## src/rtl/sys_cmd_pkg.sv

```systemverilog
// rtl/sys_cmd_pkg.sv - shared opcodes, FSM states and argument-length table for sys_cmd_master
//
// Purpose: definitions imported by sys_cmd_master.
//   CMD_*       opcode values of the sys UART command protocol
//   state_t     command master FSM states
//   arg_count() number of argument bytes that follow each opcode
package sys_cmd_pkg;

  localparam logic [2:0] CMD_GET_CONF = 3'd1;
  localparam logic [2:0] CMD_SET_CONF = 3'd2;
  localparam logic [2:0] CMD_OVERLAY  = 3'd3;
  localparam logic [2:0] CMD_CURSOR   = 3'd4;
  localparam logic [2:0] CMD_STRING   = 3'd5;
  localparam logic [2:0] CMD_LOADING  = 3'd6;
  localparam logic [2:0] CMD_ROM_DATA = 3'd7;

  typedef enum logic [2:0] {
    ST_IDLE,
    ST_OP,
    ST_ARG,
    ST_PAYLOAD,
    ST_TERM,
    ST_RESP
  } state_t;

  function automatic logic [2:0] arg_count(input logic [2:0] cmd);
    case (cmd)
      CMD_SET_CONF: arg_count = 3'd4;
      CMD_OVERLAY:  arg_count = 3'd1;
      CMD_CURSOR:   arg_count = 3'd2;
      CMD_LOADING:  arg_count = 3'd1;
      CMD_ROM_DATA: arg_count = 3'd3;
      default:      arg_count = 3'd0;
    endcase
  endfunction

endpackage

```

## src/rtl/sys_cmd_master.sv

```systemverilog
// rtl/sys_cmd_master.sv - host-side initiator of the sys UART command protocol
//
// Purpose: accepts one command request, serialises opcode, arguments and payload
// onto a uart_tx byte interface, and collects the null-terminated reply.
// Optional build macro: SYS_CMD_RESP_TIMEOUT_EN adds a reply inactivity timeout.
// Ports:
//   clk, reset                          clock, asynchronous active-high reset
//   req_valid/req_ready/req_cmd/req_arg command request handshake
//   pl_data/pl_valid/pl_last/pl_ready   payload byte stream (cmd5, cmd7)
//   tx_data/tx_valid/tx_ready           byte stream to uart_tx
//   rx_data/rx_valid                    byte strobe from uart_rx
//   resp_data/resp_valid/resp_done      reply bytes and end-of-reply strobe
//   err                                 illegal opcode / overlong reply / timeout strobe
//   busy                                not IDLE
module sys_cmd_master
  import sys_cmd_pkg::*;
#(
  parameter int RESP_MAX_LEN        = 255,
  parameter int RESP_TIMEOUT_CYCLES = 1_000_000
) (
  input  logic        clk,
  input  logic        reset,
  input  logic        req_valid,
  output logic        req_ready,
  input  logic [2:0]  req_cmd,
  input  logic [31:0] req_arg,
  input  logic [7:0]  pl_data,
  input  logic        pl_valid,
  input  logic        pl_last,
  output logic        pl_ready,
  output logic [7:0]  tx_data,
  output logic        tx_valid,
  input  logic        tx_ready,
  input  logic [7:0]  rx_data,
  input  logic        rx_valid,
  output logic [7:0]  resp_data,
  output logic        resp_valid,
  output logic        resp_done,
  output logic        err,
  output logic        busy
);

  state_t      state, state_nx;
  logic [2:0]  cmd;
  logic [31:0] arg;
  logic [2:0]  arg_idx;
  logic [23:0] len_cnt;
  logic [7:0]  resp_cnt;
  logic        last_pend;   // final cmd5 byte is sitting in the tx holding register
  logic        load_en;
  logic [7:0]  load_byte;
  logic        timeout;

  logic        accept, xfer, pl_take, rx_hit, resp_full;
  logic [2:0]  nargs, arg_sel;
  logic [31:0] arg_sh;

  assign accept  = req_valid && req_ready;
  assign xfer    = tx_valid && tx_ready;
  assign pl_take = pl_valid && pl_ready;
  assign nargs   = arg_count(cmd);
  assign rx_hit  = (state == ST_RESP) && rx_valid;
  // Arguments go out MSB first: byte index 0 is the most significant used byte.
  assign arg_sel = nargs - 3'd1 - arg_idx;
  assign arg_sh  = arg >> {arg_sel, 3'b000};
  assign resp_full = rx_hit && (rx_data != 8'h00) &&
                     (({1'b0, resp_cnt} + 9'd1) == RESP_MAX_LEN[8:0]);

`ifdef SYS_CMD_RESP_TIMEOUT_EN
  logic [31:0] timer;
  always_ff @(posedge clk or posedge reset) begin
    if (reset)                                timer <= '0;
    else if (state != ST_RESP || rx_valid)    timer <= '0;
    else                                      timer <= timer + 32'd1;
  end
  assign timeout = (state == ST_RESP) && !rx_valid &&
                   (timer == 32'(RESP_TIMEOUT_CYCLES - 1));
`else
  assign timeout = 1'b0;
`endif

  always_ff @(posedge clk or posedge reset) begin
    if (reset) state <= ST_IDLE;
    else       state <= state_nx;
  end

  always_comb begin
    state_nx = state;
    case (state)
      ST_IDLE:
        if (accept && req_cmd != 3'd0) state_nx = ST_OP;
      ST_OP:
        if (xfer) begin
          if (nargs != 3'd0)             state_nx = ST_ARG;
          else if (cmd == CMD_GET_CONF)  state_nx = ST_RESP;
          else if (cmd == CMD_STRING)    state_nx = ST_PAYLOAD;
          else                           state_nx = ST_IDLE;
        end
      ST_ARG:
        if (xfer && arg_idx == nargs - 3'd1)
          state_nx = (cmd == CMD_ROM_DATA && len_cnt != 24'd0) ? ST_PAYLOAD : ST_IDLE;
      ST_PAYLOAD:
        if (cmd == CMD_ROM_DATA) begin
          if (xfer && len_cnt == 24'd1) state_nx = ST_IDLE;
        end else begin
          if (xfer && last_pend) state_nx = ST_TERM;
          else if (pl_take && pl_last && pl_data == 8'h00) state_nx = ST_TERM;
        end
      ST_TERM:
        if (xfer) state_nx = ST_IDLE;
      ST_RESP:
        if ((rx_hit && (rx_data == 8'h00 || resp_full)) || timeout) state_nx = ST_IDLE;
      default: state_nx = ST_IDLE;
    endcase
  end

  // Holding register is reloaded only while empty, so every transfer is
  // followed by at least one tx_valid-low cycle.
  always_comb begin
    req_ready = (state == ST_IDLE);
    busy      = (state != ST_IDLE);
    pl_ready  = (state == ST_PAYLOAD) && !tx_valid;
    load_en   = 1'b0;
    load_byte = 8'h00;
    case (state)
      ST_OP: begin
        load_en   = !tx_valid;
        load_byte = {5'd0, cmd};
      end
      ST_ARG: begin
        load_en   = !tx_valid;
        load_byte = arg_sh[7:0];
      end
      ST_PAYLOAD: begin
        load_en   = pl_take && (cmd == CMD_ROM_DATA || pl_data != 8'h00);
        load_byte = pl_data;
      end
      ST_TERM: begin
        load_en   = !tx_valid;
        load_byte = 8'h00;
      end
      default: ;
    endcase
  end

  always_ff @(posedge clk or posedge reset) begin
    if (reset) begin
      cmd        <= '0;
      arg        <= '0;
      arg_idx    <= '0;
      len_cnt    <= '0;
      resp_cnt   <= '0;
      last_pend  <= 1'b0;
      tx_data    <= '0;
      tx_valid   <= 1'b0;
      resp_data  <= '0;
      resp_valid <= 1'b0;
      resp_done  <= 1'b0;
      err        <= 1'b0;
    end else begin
      resp_valid <= 1'b0;
      resp_done  <= 1'b0;
      err        <= 1'b0;
      if (accept) begin
        cmd       <= req_cmd;
        arg       <= req_arg;
        len_cnt   <= req_arg[23:0];
        arg_idx   <= '0;
        resp_cnt  <= '0;
        last_pend <= 1'b0;
        if (req_cmd == 3'd0) err <= 1'b1;
      end
      if (xfer) tx_valid <= 1'b0;
      if (load_en) begin
        tx_valid <= 1'b1;
        tx_data  <= load_byte;
      end
      if (state == ST_ARG && xfer) arg_idx <= arg_idx + 3'd1;
      if (state == ST_PAYLOAD && xfer && cmd == CMD_ROM_DATA) len_cnt <= len_cnt - 24'd1;
      if (state == ST_PAYLOAD && pl_take && cmd == CMD_STRING && pl_last && pl_data != 8'h00)
        last_pend <= 1'b1;
      if (rx_hit) begin
        if (rx_data == 8'h00) begin
          resp_done <= 1'b1;
        end else begin
          resp_valid <= 1'b1;
          resp_data  <= rx_data;
          resp_cnt   <= resp_cnt + 8'd1;
          if (resp_full) begin
            resp_done <= 1'b1;
            err       <= 1'b1;
          end
        end
      end
      if (timeout) begin
        resp_done <= 1'b1;
        err       <= 1'b1;
      end
    end
  end

endmodule

```

## config.mk

```make
export PLATFORM = sky130hd
export DESIGN_NAME = sys_cmd_master
export DESIGN_NICKNAME = d
export VERILOG_FILES = /design/src/rtl/sys_cmd_pkg.sv /design/src/rtl/sys_cmd_master.sv
export SDC_FILE = /design/constraint.sdc
export NUM_CORES = 1
export LEC_CHECK = 0
export BUFFER_PORTS_ARGS = -buffer_cell sky130_fd_sc_hd__clkbuf_2
export CAP_MARGIN = 20
export CORE_ASPECT_RATIO = 2
export CORE_MARGIN = 3
export CORE_UTILIZATION = 61
export CTS_CLUSTER_DIAMETER = 120
export CTS_CLUSTER_SIZE = 25
export DETAILED_ROUTE_END_ITERATION = 7
export MAX_ROUTING_LAYER = met4
export PLACE_DENSITY = 0.95
export SETUP_SLACK_MARGIN = 0.3
export SLEW_MARGIN = 20
export SYNTH_ARGS = -nofsm -noshare
export SYNTH_HDL_FRONTEND = slang
export SYNTH_SLANG_ARGS = --single-unit
```

## constraint.sdc

```tcl
create_clock -name clk -period 6.9 [get_ports clk]
set_clock_uncertainty 0.2 [all_clocks]
set_input_delay 1.38 -clock clk [delete_from_list [all_inputs] [get_ports clk]]
set_output_delay 1.38 -clock clk [all_outputs]
set_load 0.03 [all_outputs]
```

==> results by group, run 1 <==
Die
  – Die width: 69.5 um
  – Die area: 0.00925 mm^2
  – Chip height: roughly 130 um
  – I/O pin cnt: between 80 and 90
  – Row count: 45
  – Core area: between 0.007 and 0.008 mm^2
  – Initial Util: around 64%

Timing
  – Worst Max-Slew Pin Slew: about 860 ps
  – Final Hold Fails: 0
  – Slew headroom: between 40% and 50%
  – RSZ-0062 raised after global routing: false
  – Setup ws final: approximately 3600 ps
  – Final Max Slew Viols: 0
  – Setup TNS: 0 ps
  – Max Clock Freq: 299 MHz
  – Final period utilization: 48.5%
  – Min Tclk post-route: 3350 ps
  – Final setup vio count: 0

Logic synthesis
  – Register area share after synthesis: a little under half
  – Largest family of logic cells by synthesized area: simple AND/OR/NAND/NOR gates
  – Simple-gate portion of the synthesized area: 27.1%
  – Yosys warns: 0
  – Number of distinct library cells after synthesis: 67
  – Main area contributors after synthesis: dfrtp_1 (48%), nand2_1 (13%), mux4_2 (3.7%)
  – Top post-synthesis cells by count: nand2_1 (165), dfrtp_1 (94), nor2_1 (36)
  – Most frequently used flop master after synthesis: dfrtp_1
  – Post-synthesis compound-gate area fraction: between 10 and 15%
  – Post-synth EDFFs: 0
  – Seq cells post-synth: 94
  – Async S/R FF share, synth: 100%
  – Synthesized instance count: roughly 550
  – Synth Area in XOR/XNOR: less than 1%
  – Most common cell in the netlist: nand2_1
  – Area leader, netlist: dfrtp_1
  – Syn nets: 613
  – Synthesized area per cell: 9.01 um^2
  – Area share of fa/ha/maj cells after synthesis: ~2.4%
  – Multiplexer area fraction after synthesis: under 10%
  – Post-Syn Area: roughly 0.0049 mm^2
  – Post-synth top area share: between 40% and 50%

Layout
  – Layout cells sized above 1: about a fifth
  – Final Net Count: ~680
  – Layout Cells excl Fill: 714
  – Area Overhead vs Synth: 16.0%
  – ANT cells: 0
  – Finished Cell Area: 0.00571 mm^2

Critical path
  – Setup slack, reg-to-reg: between 3000 and 4000 ps
  – Critical path's largest stage delay: about 650 ps
  – Reg2reg path depth: 7
  – Crit path max-delay family: flip-flops
  – WP buf/inv: 2
  – Stages on the worst setup path: 3
  – RR Startpoint: cmd[0]$_DFFE_PP0P_
  – Critical Path AT: between 1500 and 2000 ps
  – Startpoint Class: flop
  – Start point of the critical path: state[1]$_DFFE_PP0P_
  – CP max stage cell: dfrtp_1
  – Worst setup EP type: primary output
  – Max Fanout on Critical Path: 21
  – CP cell instances: or3_1 > inv_2 > clkbuf_2
  – Critical Path RT: ~5300 ps
  – Worst R2R End: tx_data[5]$_DFFE_PP0P_
  – Setup CP Type: reg2out

Clock network
  – CTS tree: done
  – Post-CTS setup buffers: 0
  – TritonCTS buffer count: 9
  – Clock transition at the registers of the reported paths: ~70 ps
  – H-tree levels: 3
  – CTS root buf: clkbuf_16
  – Post-CTS sizing: 0
  – Clk buf depth: 2
  – Clk sink count: 94
  – Hold buffer count at cts: 0
  – Clock Latency Late Sink: around 350 ps

Place
  – Placed cell area: roughly 0.0054 mm^2
  – DPL Wire Length: a little under 10000 um
  – Global placer's final weighted congestion: roughly 0.94
  – Worst slack at placement: approximately 3300 ps
  – Placed Cells: 698
  – Port bufs: 80

GRT
  – Grt ovf: 0
  – Largest net degree at the start of global routing: 64
  – First-pass GRT wire length: roughly 23000 um
  – GRT Total Usage: about 33%
  – Vias in the first global route: 4737
  – Initial antenna violation count: 0

Worst hold path
  – Hold crit path type: reg2reg
  – Hold worst-path end: arg[2]$_DFFE_PP0P_
  – Hold path start: arg[2]$_DFFE_PP0P_
  – Hold path cells: 2

Power and ir drop
  – Leakage power: 0.00272 uW
  – Maximum VDD drop: ~0.32 mV
  – Pwr dens: about 450 mW/mm^2
  – Tot Pwr: about 2600 uW

Outcome
  – Status: finished, final reports clean

Route
  – DR pass1 iterations: 6
  – ANT nets after route: 0
  – First DRT Iteration DRCs: slightly below 600
  – DRT Wirelength: about 14000 um
  – DR DRC count: 0
  – Via count: between 4000 and 5000
  – Drt wl/cell: about 20 um
  – Vias/cell: about 6.6

Flow run
  – Max-cap viol count: 0
## metal layers
layer	share of wire [%]	GRT usage, %
met1	33	34.5
met5	0	-
met4	6.3	19.2
met3	7.5	6.62
met2	53	55.3
## cell type report
class	instances	area [um^2]
fillers	517	2010
well taps	94	118
repair buffers	85	438
clock inverters	6	92.6
multi-input cells	413	2420
inverters	12	46.3
clock buffers	10	239
flip-flops and latches	94	2350
## power by group
part / switching [uW] / leakage, uW / internal (uW)
Combinational: 621 / 0.00137 / 404
Clock: 223 / 0.000156 / 330
Sequential: 225 / 0.00120 / 767
## worst max path at each step
stage	end	slack [ps]
2_1_floorplan	arg[0]$_DFFE_PP0P_	2870
3_3_place_gp	tx_data[2]$_DFFE_PP0P_	3370
3_5_place_dp	tx_data[6]$_DFFE_PP0P_	3280
4_1_cts	req_ready	3570
5_1_grt	tx_data[5]$_DFFE_PP0P_	3480
6_report	req_ready	3550
## kinds of logic after synthesis
| group | count (synthesis) |
|---|---|
| compound gates | 102 |
| simple gates | 283 |
| fa+ha+maj | 9 |
| mux | 15 |
| xor+xnor | 4 |
| flops | 94 |
| buf+inv | 39 |
## tightest hold or removal path, delay by kind of cell (launching register included)
kind | cells | cell delay, ps
flops | 1 | 340
simple gates | 2 | 110
## state kept, by name, indices dropped and copies added, names as in the netlist
| name | flops |
|---|---|
| resp_done | 1 |
| resp_data | 8 |
| last_pend | 1 |
| arg_idx | 3 |
| tx_valid | 1 |
| tx_data | 8 |
| cmd | 3 |
| err | 1 |
| resp_valid | 1 |
| len_cnt | 24 |
| resp_cnt | 8 |
| arg | 32 |
| state | 3 |
## stage by stage
step	util, %	hold WS, ps
floorplan	-	240
global placement	69.7	253
detailed placement	69.7	259
CTS	74.0	275
global route	74.0	293
finish	74.0	281
## layout by cell type, fill, tap and decap left out, drive strengths merged, types with 3 or more instances in the layout
master,instances
nand2,165
dfrtp,94
clkbuf,90
nor2,37
o21ai,34
a21oi,15
nand3,14
inv,13
nor3,9
mux4,8
ha,8
or4,8
o211ai,7
or3,7
a211oi,7
and3,6
a22oi,6
nand3b,6
nor4,6
nor2b,5
buf,5
a221o,4
a31o,4
mux2i,4
and2,3
a311oi,3
nand4b,3
nand2b,3
xnor2,3
mux2,3
(Power assumes the default switching activity.)
==> run 2, diff against run 1 <==
--- a/config.mk
+++ b/config.mk
@@ -5,16 +5,17 @@
 export SDC_FILE = /design/constraint.sdc
 export NUM_CORES = 1
 export LEC_CHECK = 0
+export ABC_AREA = 1
 export BUFFER_PORTS_ARGS = -buffer_cell sky130_fd_sc_hd__clkbuf_2
 export CAP_MARGIN = 20
 export CORE_ASPECT_RATIO = 2
 export CORE_MARGIN = 3
-export CORE_UTILIZATION = 61
+export CORE_UTILIZATION = 57
 export CTS_CLUSTER_DIAMETER = 120
 export CTS_CLUSTER_SIZE = 25
 export DETAILED_ROUTE_END_ITERATION = 7
 export MAX_ROUTING_LAYER = met4
-export PLACE_DENSITY = 0.95
+export PLACE_DENSITY = 0.92
 export SETUP_SLACK_MARGIN = 0.3
 export SLEW_MARGIN = 20
 export SYNTH_ARGS = -nofsm -noshare
==> constraint.sdc (replaced) <==
create_clock -name clk -period 3.4 [get_ports clk]
set_clock_uncertainty 0.2 [all_clocks]
set_input_delay 0.68 -clock clk [delete_from_list [all_inputs] [get_ports clk]]
set_output_delay 0.68 -clock clk [all_outputs]
set_load 0.03 [all_outputs]
==> results by group, run 2 <==
Clock network
  – Clock Latency Late Sink: 350 ps
  – Clk sink count: between 90 and 100
  – H-tree levels: 3
  – Clk buf depth: 2
  – Hold buffer count at cts: 0
  – Clock transition at the registers of the reported paths: 60 ps
  – TritonCTS buffer count: 9
  – Post-CTS setup buffers: 0
  – CTS root buf: clkbuf_16
  – CTS tree: done
  – Post-CTS sizing: 0

Layout
  – Fill cells: approximately 720
  – Max reg flops: 32
  – ANT cells: 0
  – Largest registers: arg (32), len_cnt (24)
  – Most frequent cells in the layout: nand2_1 (226), dfrtp_1 (94), clkbuf_2 (80)
  – Largest reg by FF count: arg
  – Most common cell after layout, fill and taps aside: nand2_1
  – Area Overhead vs Synth: 15.6%
  – Final Net Count: between 800 and 900
  – Fin util: between 60% and 70%
  – Layout cells sized above 1: roughly 17%

Logic synthesis
  – Seq cells post-synth: 94
  – Main area contributors after synthesis: dfrtp_1 (47%), nand2_1 (17%), o21ai_0 (6.0%)
  – Syn nets: between 700 and 800
  – Async S/R FF share, synth: 100%
  – Area leader, netlist: dfrtp_1
  – Post-synth top area share: 46.6%
  – Synthesized area per cell: between 7 and 8 um^2
  – Number of distinct library cells after synthesis: 40
  – Most frequently used flop master after synthesis: dfrtp_1
  – Post-synth EDFFs: 0
  – Top post-synthesis cells by count: nand2_1 (226), dfrtp_1 (94), inv_1 (72)
  – Register area share after synthesis: around 47%
  – Post-Syn Area: ~0.0050 mm^2
  – Synthesized instance count: between 600 and 700
  – Most common cell in the netlist: nand2_1
  – Yosys warns: 0

Critical path
  – Startpoint Class: flop
  – Start point of the critical path: cmd[2]$_DFFE_PP0P_
  – Worst setup EP type: flop
  – Critical Path AT: about 2700 ps
  – Reg2reg path depth: 12
  – Critical Path RT: between 3000 and 4000 ps
  – RR Startpoint: cmd[2]$_DFFE_PP0P_
  – Worst R2R End: state[2]$_DFFE_PP0P_
  – Setup crit end: state[2]$_DFFE_PP0P_
  – Setup slack, reg-to-reg: approximately 700 ps
  – Max Fanout on Critical Path: 24
  – Setup CP Type: reg2reg

Die
  – Row count: 48
  – Chip height: 139 um
  – I/O pin cnt: between 80 and 90
  – Initial Util: between 50 and 60%
  – Die width: 72.5 um
  – Core area: around 0.0086 mm^2
  – Die area: 0.0101 mm^2

GRT
  – Vias in the first global route: approximately 4800
  – Initial antenna violation count: 0
  – Largest net degree at the start of global routing: between 50 and 60
  – First-pass GRT wire length: 21800 um
  – Grt ovf: 0
  – GRT Total Usage: between 20% and 30%

Place
  – Worst slack at placement: between 700 and 800 ps
  – DPL Wire Length: ~10000 um
  – Global placer's final weighted congestion: about 0.95
  – Port bufs: 80

Worst hold path
  – Hold crit path type: in2async

Timing
  – Max Clock Freq: roughly 370 MHz
  – Worst Max-Slew Pin Slew: just over 600 ps
  – Final Max Slew Viols: 0
  – Slew headroom: approximately 59%
  – Final Hold Fails: 0
  – Setup TNS: 0 ps
  – Min Tclk post-route: approximately 2700 ps
  – Final period utilization: around four fifths
  – Final setup vio count: 0
  – Setup ws final: 699 ps
  – RSZ-0062 raised after global routing: false

Outcome
  – Status: finished, final reports clean

Power and ir drop
  – Clk pwr share: a little under a fifth
  – Seq pwr share: 37.1%
  – Sw Ratio: approximately 45%
  – Combinational Power Share: ~44%
  – Internal Power: about 2800 uW
  – Pwr dens: about 880 mW/mm^2
  – Psw: about 2300 uW
  – Leakage power: around 0.0030 uW
  – Maximum VDD drop: about 0.4 mV

Route
  – DRT Wirelength: between 10000 and 15000 um
  – Via count: between 4000 and 5000
  – DR pass1 iterations: 7
  – First DRT Iteration DRCs: between 300 and 400
  – Vias/cell: 5.70
  – DR DRC count: 0
  – ANT nets after route: 0
  – Drt wl/cell: approximately 16 um

Flow run
  – Max-cap viol count: 0
run 2: changes by cell type after synthesis, sizes merged, moves of 8 or more:
| cell | before | now |
|---|---|---|
| nor2 | 37 | 59 |
| nand2 | 165 | 230 |
| o21ai | 34 | 67 |
| mux4 | 8 | 0 |
| a21oi | 15 | 24 |
| or4 | 8 | 0 |
| inv | 12 | 81 |
| nand3 | 14 | 44 |
| clkbuf | 18 | 8 |
run 2: power groups by stage:
stage	logic [uW]	registers (uW)	clock network (uW)
2_1_floorplan	1540	2000	0
3_3_place_gp	2140	1890	0
3_5_place_dp	2230	1910	0
4_1_cts	2250	1900	963
5_1_grt	2560	1950	1000
6_report	2270	1910	959
run 2: cell families after synthesis:
| logic type | count (synthesis) | synth area share (%) |
|---|---|---|
| adders and majority gates | 9 | 2.38 |
| AOI/OAI and AO/OA | 117 | 12.9 |
| buffers and inverters | 98 | 7.61 |
| DFF | 94 | 46.6 |
| and+or+nand+nor | 350 | 29.6 |
| xor gates and xnor gates | 5 | 0.868 |
run 2: worst max-delay path, cell delays in order, from the launching register on:
cell and delay, ps:
dfrtp_1 430, nor2_1 180, nor2_1 60, ha_1 680, nand2_1 140, o21ai_0 230, nand2_1 90, a21oi_1 130
nand2_1 80, nor2_2 150, nand2_1 110, nand2_1 70, nand2_1 60
run 2: cell type report:
cell class                      instances  area, um^2  area share (%)
Inverter                               82         312            5.34
Timing Repair Buffer                   85         450            7.72
Clock inverter                          6        45.0           0.772
Multi-Input combinational cell        481        2310            39.6
Tap cell                              100         125            2.15
Clock buffer                           10         239            4.10
Sequential cell                        94        2350            40.3
run 2: per-stage QoR:
step | hold slack [ps] | power (uW) | cells | cell area (um^2)
after floorplan | 237 | 3540 | 673 | 5050
after global placement | 252 | 4030 | 842 | 5550
after detailed placement | 257 | 4150 | 842 | 5550
after CTS | 183 | 5110 | 858 | 5830
after global routing | 217 | 5520 | 858 | 5830
final | 165 | 5140 | 858 | 5830
run 2: how the worst min path moves through the flow:
stage                             start                    to  slack (ps)  depth (start not counted)
finish                            reset  state[2]$_DFFE_PP0P_         170                          2
global route                      reset  state[2]$_DFFE_PP0P_         220                          2
CTS                               reset  state[2]$_DFFE_PP0P_         180                          2
detailed placement   arg[8]$_DFFE_PP0P_    arg[8]$_DFFE_PP0P_         260                          2
global placement    arg[11]$_DFFE_PP0P_   arg[11]$_DFFE_PP0P_         250                          2
floorplan           arg[11]$_DFFE_PP0P_   arg[11]$_DFFE_PP0P_         240                          2
run 2: per-layer routing:
metal / wire, um / vias up / track usage, %
met2: 7010 / 238 / 48.5
met1: 4840 / 2268 / 29.7
met3: 755 / 70 / 3.63
li1: - / 2316 / -
met5: 0 / - / -
met4: 886 / 0 / 19.0
